**src/rtl/lab2_seq_ctrl.sv**
```systemverilog
// Replays a programmed list of codes into the lab2 recognizer, two cycles per step (DRIVE, SAMPLE).
// Done pulses in cycle 2N+1 after start; start and prog_wr are ignored while a run is active.
module lab2_seq_ctrl #(
   parameter int XW    = 3,
   parameter int DEPTH = 8,
   parameter int LENW  = $clog2(DEPTH) + 1
) (
   input  logic                     clock,
   input  logic                     reset,
   input  logic                     prog_wr,
   input  logic [$clog2(DEPTH)-1:0] prog_addr,
   input  logic [XW-1:0]            prog_data,
   input  logic [LENW-1:0]          len,
   input  logic                     start,
   output logic [XW-1:0]            x_out,
   output logic                     x_valid,
   input  logic                     z_in,
   input  logic                     error_in,
   output logic                     busy,
   output logic                     done,
   output logic                     aborted,
   output logic [$clog2(DEPTH)-1:0] step,
   output logic [DEPTH-1:0]         z_vec
);

   typedef enum logic [1:0] {S_IDLE, S_DRIVE, S_SAMPLE, S_DONE} state_t;

   state_t                           state_q, state_d;
   logic [DEPTH-1:0][XW-1:0]         mem_q, mem_d;
   logic [LENW-1:0]                  len_l_q, len_l_d;
   logic [$clog2(DEPTH)-1:0]         step_q, step_d;
   logic [DEPTH-1:0]                 z_vec_q, z_vec_d;
   logic [XW-1:0]                    x_out_q, x_out_d;
   logic                             x_valid_q, x_valid_d;
   logic                             busy_q, busy_d;
   logic                             done_q, done_d;
   logic                             aborted_q, aborted_d;
   logic                             last_step;

   assign last_step = (LENW'(step_q) == (len_l_q - LENW'(1)));

   always_comb begin
      state_d   = state_q;
      mem_d     = mem_q;
      len_l_d   = len_l_q;
      step_d    = step_q;
      z_vec_d   = z_vec_q;
      x_out_d   = x_out_q;
      x_valid_d = 1'b0;
      busy_d    = busy_q;
      done_d    = 1'b0;
      aborted_d = aborted_q;
      case (state_q)
         S_IDLE: begin
            if (prog_wr) begin
               mem_d[prog_addr] = prog_data;
            end
            // Read through mem_d so a write on the start edge is seen by step 0.
            if (start && (len != '0)) begin
               state_d   = S_DRIVE;
               step_d    = '0;
               z_vec_d   = '0;
               aborted_d = 1'b0;
               len_l_d   = (len > LENW'(DEPTH)) ? LENW'(DEPTH) : len;
               x_out_d   = mem_d[0];
               x_valid_d = 1'b1;
               busy_d    = 1'b1;
            end
         end
         S_DRIVE: begin
            state_d = S_SAMPLE;
         end
         S_SAMPLE: begin
            z_vec_d[step_q] = z_in;
            if (error_in) begin
               state_d   = S_DONE;
               aborted_d = 1'b1;
               done_d    = 1'b1;
            end else if (last_step) begin
               state_d = S_DONE;
               done_d  = 1'b1;
            end else begin
               state_d   = S_DRIVE;
               step_d    = step_q + 1'b1;
               x_out_d   = mem_q[step_q + 1'b1];
               x_valid_d = 1'b1;
            end
         end
         S_DONE: begin
            state_d = S_IDLE;
            busy_d  = 1'b0;
            x_out_d = '0;
         end
         default: begin
            state_d = S_IDLE;
         end
      endcase
   end

   always_ff @(posedge clock) begin
      if (reset) begin
         state_q   <= S_IDLE;
         mem_q     <= '0;
         len_l_q   <= '0;
         step_q    <= '0;
         z_vec_q   <= '0;
         x_out_q   <= '0;
         x_valid_q <= 1'b0;
         busy_q    <= 1'b0;
         done_q    <= 1'b0;
         aborted_q <= 1'b0;
      end else begin
         state_q   <= state_d;
         mem_q     <= mem_d;
         len_l_q   <= len_l_d;
         step_q    <= step_d;
         z_vec_q   <= z_vec_d;
         x_out_q   <= x_out_d;
         x_valid_q <= x_valid_d;
         busy_q    <= busy_d;
         done_q    <= done_d;
         aborted_q <= aborted_d;
      end
   end

   assign x_out   = x_out_q;
   assign x_valid = x_valid_q;
   assign busy    = busy_q;
   assign done    = done_q;
   assign aborted = aborted_q;
   assign step    = step_q;
   assign z_vec   = z_vec_q;

endmodule

```
**config.mk**
```make
export PLATFORM = sky130hd
export DESIGN_NAME = lab2_seq_ctrl
export DESIGN_NICKNAME = d
export VERILOG_FILES = /design/src/rtl/lab2_seq_ctrl.sv
export SDC_FILE = /design/constraint.sdc
export NUM_CORES = 1
export LEC_CHECK = 0
export BUFFER_PORTS_ARGS = -buffer_cell sky130_fd_sc_hd__buf_2
export CAP_MARGIN = 10
export CORE_ASPECT_RATIO = 2
export CORE_MARGIN = 1.5
export CORE_UTILIZATION = 55
export CTS_BUF_LIST = sky130_fd_sc_hd__clkbuf_4 sky130_fd_sc_hd__clkbuf_8
export DETAILED_ROUTE_END_ITERATION = 7
export PLACE_DENSITY = 0.83
export SYNTH_ARGS = -nofsm -noshare
export SYNTH_HDL_FRONTEND = slang
export SYNTH_SLANG_ARGS = --single-unit
```
**constraint.sdc**
```tcl
create_clock -name clock -period 3.4 [get_ports clock]
set_input_delay 0.17 -clock clock [delete_from_list [all_inputs] [get_ports clock]]
set_output_delay 0.17 -clock clock [all_outputs]
set_load 0.01 [all_outputs]
```
## Word-level counts from Yosys, hierarchy flattened

Cells that the tools add are included.
W data, S select, Z words.

- Add/subtract/negate cells: 2
- Multipliers: 0
- Divide/modulo/power cells: 0
- Order comparisons: 6
- Equal/unequal tests: 8
- Shift operators: 0
- Muxes and demuxes: 35
- Bitwise operators: 1
- Reductions and logical operators: 16

Operator list:

| operator | count |
|---|---|
| $mux W3 | 9 |
| $bwmux W24 | 1 |
| $pmux W8 S2 | 1 |
| $lt A3 B4 Y1 const B | 3 |
| $bmux W3 S3 | 1 |
| $demux W3 S3 | 1 |
| $mux W1 | 9 |
| $pmux W3 S3 | 1 |
| $bwmux W8 | 1 |
| $mux W8 | 1 |
| $ne A2 B2 Y1 const B | 4 |
| $pmux W2 S4 | 1 |
| $reduce_and A2 Y1 | 4 |
| $reduce_and A4 Y1 | 2 |
| $ge A3 B1 Y1 const B | 2 |
| $mux W2 | 3 |
| $pmux W1 S2 | 3 |
| $pmux W3 S2 | 1 |
| $eq A2 B2 Y1 const B | 2 |
| $eq A3 B4 Y1 | 1 |
| $gt A4 B4 Y1 const B | 1 |
| $mux W4 | 1 |
| $reduce_bool A2 Y1 | 2 |
| $reduce_bool A4 Y1 | 1 |
| 10 further kinds | 12 |

- Bits in registers: 48
- Bits in latches: 0
- Memory bits (writable): 0
- Memory bits (read-only): 0
- Bits of input ports: 16
- Output and inout bits: 18
- Logic and storage cells: 85
- Memories: 0

## Longest topological paths before layout

- Depth in word-level cells: 8
- Gate-level depth with buffers: 7

## Worst setup path before layout

OpenSTA, ideal clock, no wires.

- Kind: register to register
- Start: register step_q[1], in the netlist step[1]
- End: register x_out_q[1], in the netlist x_out[1]
- Arrival: 1.778 ns
- Path slack: 1.487 ns
- Cell stages (with the launch flop): 7
- Cell sequence: dfxtp_1 > ha_1 > buf_2 > a2111oi_0 > a311oi_1 > a211oi_1 > a211oi_2

- Longest elaborated chain between the ends: 6

RTL lines:

| element | line | RTL |
|---|---|---|
| start, declared | 31 | `logic [$clog2(DEPTH)-1:0] step_q, step_d;` |
| start signal, assigned | 116 | `step_q <= step_d;` |
| $add A3 B1 Y3 | 85 | `x_out_d = mem_q[step_q + 1'b1];` |
| $bmux W3 S3 | 85 |  |
| $mux W3 (implied by the code) | 85 |  |
| $mux W3 | 79 | `end else if (last_step) begin` |
| $mux W3 | 75 | `if (error_in) begin` |
| $pmux W3 S3 | 53 | `case (state_q)` |
| end signal, assigned | 118 | `x_out_q <= x_out_d;` |
| end, declared | 33 | `logic [XW-1:0] x_out_q, x_out_d;` |

Several ways; a longest one is shown, not always the timed one. The select of a mux whose other input is x is not followed.
A chain may end at the register's enable or synchronous reset.

## Worst setup path in the final report

- Start: register step_q[0], in the netlist step[0]
- End: register x_out_q[1], in the netlist x_out[1]

Same word-level chain as after synthesis.

==> results.md <==
- Dpl ws: 0.7931 ns
- Top cells by area, synth: dfxtp_1 (40%), a21oi_1 (8.1%), nand2_1 (6.1%)
- Final wirelength: 5.760 mm
- Share of cells above drive strength 1: 0.1678
- Leakage power: 0.9350 nW
- Ys async rst share: 0
- Fmax achieved: 381.9 MHz
- Starting density of the core: 0.5830
- Post-DRT Antenna Nets: 0
- Clock transition at the registers of the reported paths: 0.08 ns
- Drt pass-1 iters: 5
- Area Overhead vs Synth: 9.511%
- Synth warn: 0
- Hold Vio Cnt, Final: 0
- Power Total: 1.096 mW
- Largest net degree at the start of global routing: 49
- Top-count cell post-synth: dfxtp_1
- Top_reg_cell synth: dfxtp_1
- Initial antenna violation count: 0
- Clock root cell: clkbuf_8
- Post-synth EDFFs: 0
- Die height: 96.56 um
- Worst Path Arrival: 2.77 ns
- GPL Wtd Cong: 0.8904
- Beginning of the worst hold path: len[1]
- CTS H-Tree Depth: 2
- Uppermost layer routed: met4
- Wire length of the first global-routing pass: 9.321 mm
- Setup bufs post-CTS: 0
- Per-cell routed wire length: 16.18 um
- GRT overflow: 0
- CTS Buf Count: 5
- Slew Limit Headroom: 0.4024
- CP endpoint kind: register
- Slew @ Worst Pin: 0.8964 ns
- Synth cell types: 44
- Post-placement cell area: 2540 um^2
- Core area: 4129 um^2
- Worst R2R Setup Slack: 0.78 ns
- Die width: 49.78 um
- RSZ-0062 raised after global routing: no
- Total clock sinks: 48
- Die area: 4807 um^2
- Met1 WL: 2.082 mm
- Synth cell count leaders: dfxtp_1 (48), a21oi_1 (39), nand2_1 (39), nand3_1 (27), nor2_1 (15)
- Leading area contributor after synthesis: dfxtp_1
- CTS hold repair buffers: 0
- Outcome: complete, no violations
- Simple-gate share of the synthesized area: 0.2458
- PD cells: 415.6 nW/um^2
- Metal2 WL: 3.256 mm
- Number of global-route vias before repair: 2008
- #FFs+latches synth: 48
- WHS Path Cells: 3
- WS Path Type: register to register
- Cell count after synthesis: 287
- Main combinational cell family by area after synthesis: simple AND/OR/NAND/NOR gates
- Vias: 2194
- Tcrit/Tclk final: 0.7702
- Met3 wire length: 178 um
- Final core occ: 0.6385
- Drt first-iter violations: 64
- Crit path time final: 2.619 ns
- Clock Latency Late Sink: 0.30 ns
- Mapped Nets: 305
- Synth Area in Compound Gates: 0.1996
- Reg2reg path depth: 6
- Port bufs: 33
- Max Cap Violations: 0
- CP Launch Type: register
- Synth top area share: 0.3992
- Fin area: 2636 um^2
- Post-DR vias/cell: 6.163
- Slew Viols, Final: 0
- Hold Crit Endpoint: len_l_q[1]$_SDFFE_PP0P_
- Clock tree from TritonCTS: done
- Adder-cell area share of the yosys netlist: 0.01040
- CP required: 3.55 ns
- Ports: 34
- Synth Area in XOR/XNOR: 0.01819
- # setup viols final: 0
- Worst r2r src: step[0]$_SDFFE_PP0P_
- Post-route setup slack: 0.7813 ns
- Setup_tns: 0 ns
- Syn avg cell area: 8.388 um^2
- CP Max Fanout: 23
- Row count: 33
- Netlist Area Pre-Place: 2407 um^2
- HPWL Detailed: 4.181 mm
- Max VDD drop: 0.3006 mV
- HP Class: input port to register
- Drt drc: 0
- Skew final: 0.004738 ns
- Worst R2R End: x_out[1]$_SDFFE_PP0P_
- Register area share after synthesis: 0.3992
- Multiplexer share of the synthesized area: 0.07692
- Post_cts resized: 0
- # diodes: 0
- Bufs on Longest Clock Path: 2
- Gr usage total: 0.2556
- Fin nets: 322
[flip-flops by register name, summed over array words and instances, names as in the netlist]
name / count
mem_q: 24
z_vec: 8
len_l_q: 4
step: 3
x_out: 3
state_q: 2
aborted: 1
busy: 1
done: 1
x_valid: 1
[critical path, stage by stage, from the launching register on]
cell and delay, ns:
dfxtp_1 0.84, ha_1 0.58, nor2b_1 0.09, a2111oi_0 0.42
a311oi_1 0.09, a211oi_1 0.35, a211oi_2 0.08
[how the worst max path moves through the flow]
stage,start,endpoint
after floorplan,step[1]$_SDFFE_PP0P_,x_out[1]$_SDFFE_PP0P_
after global placement,step[0]$_SDFFE_PP0P_,x_out[1]$_SDFFE_PP0P_
after detailed placement,step[0]$_SDFFE_PP0P_,x_out[1]$_SDFFE_PP0P_
after CTS,step[0]$_SDFFE_PP0P_,x_out[1]$_SDFFE_PP0P_
after global routing,step[0]$_SDFFE_PP0P_,x_out[1]$_SDFFE_PP0P_
final,step[0]$_SDFFE_PP0P_,x_out[1]$_SDFFE_PP0P_
[where the power goes]
part,internal [mW],leakage (nW),switching [mW]
Sequential,0.578,0.389,0.0185
Combinational,0.0492,0.496,0.0884
Clock,0.181,0.0503,0.180
Total,0.809,0.935,0.287
[cell type report]
cell class / instances / area (um^2)
Fill cell: 379 / 1493
Tap cell: 52 / 65.06
Sequential cell: 48 / 960.9
Inverter: 6 / 22.52
Multi-Input combinational cell: 210 / 1326
Clock buffer: 7 / 96.34
Timing Repair Buffer: 33 / 165.2
[stage by stage]
stage | hold WS [ns] | std cells
2_1_floorplan | 0.3139 | 287
3_3_place_gp | 0.4400 | 349
3_5_place_dp | 0.4440 | 349
4_1_cts | 0.1486 | 356
5_1_grt | 0.1698 | 356
6_report | 0.1526 | 356
[cells by family after synthesis]
kind of cell / Yosys count
multiplexers: 16
flip-flops: 48
adder cells (fa/ha/maj): 2
AO/OA/AOI/OAI: 72
AND/OR/NAND/NOR: 115
XOR/XNOR: 5
buffers and inverters: 29
[per-layer routing]
layer / vias to the layer above / GRT usage
met5: - / 0
met4: 0 / 0.1528
met3: 21 / 0.04000
met2: 58 / 0.5011
met1: 1050 / 0.2410
li1: 1065 / -
[cell usage in the layout (no fill, tap or decap), types with 5 or more instances in the layout]
master	Yosys	routed
mux2i_1	14	14
nor2_1	15	15
nand2_1	39	39
inv_1	6	6
buf_2	8	33
nor2b_1	9	9
nor3_1	5	5
nand3_1	27	27
a21oi_1	39	39
dfxtp_1	48	48
clkbuf_8	0	7
No activity file was read; power rests on OpenSTA's default activity.
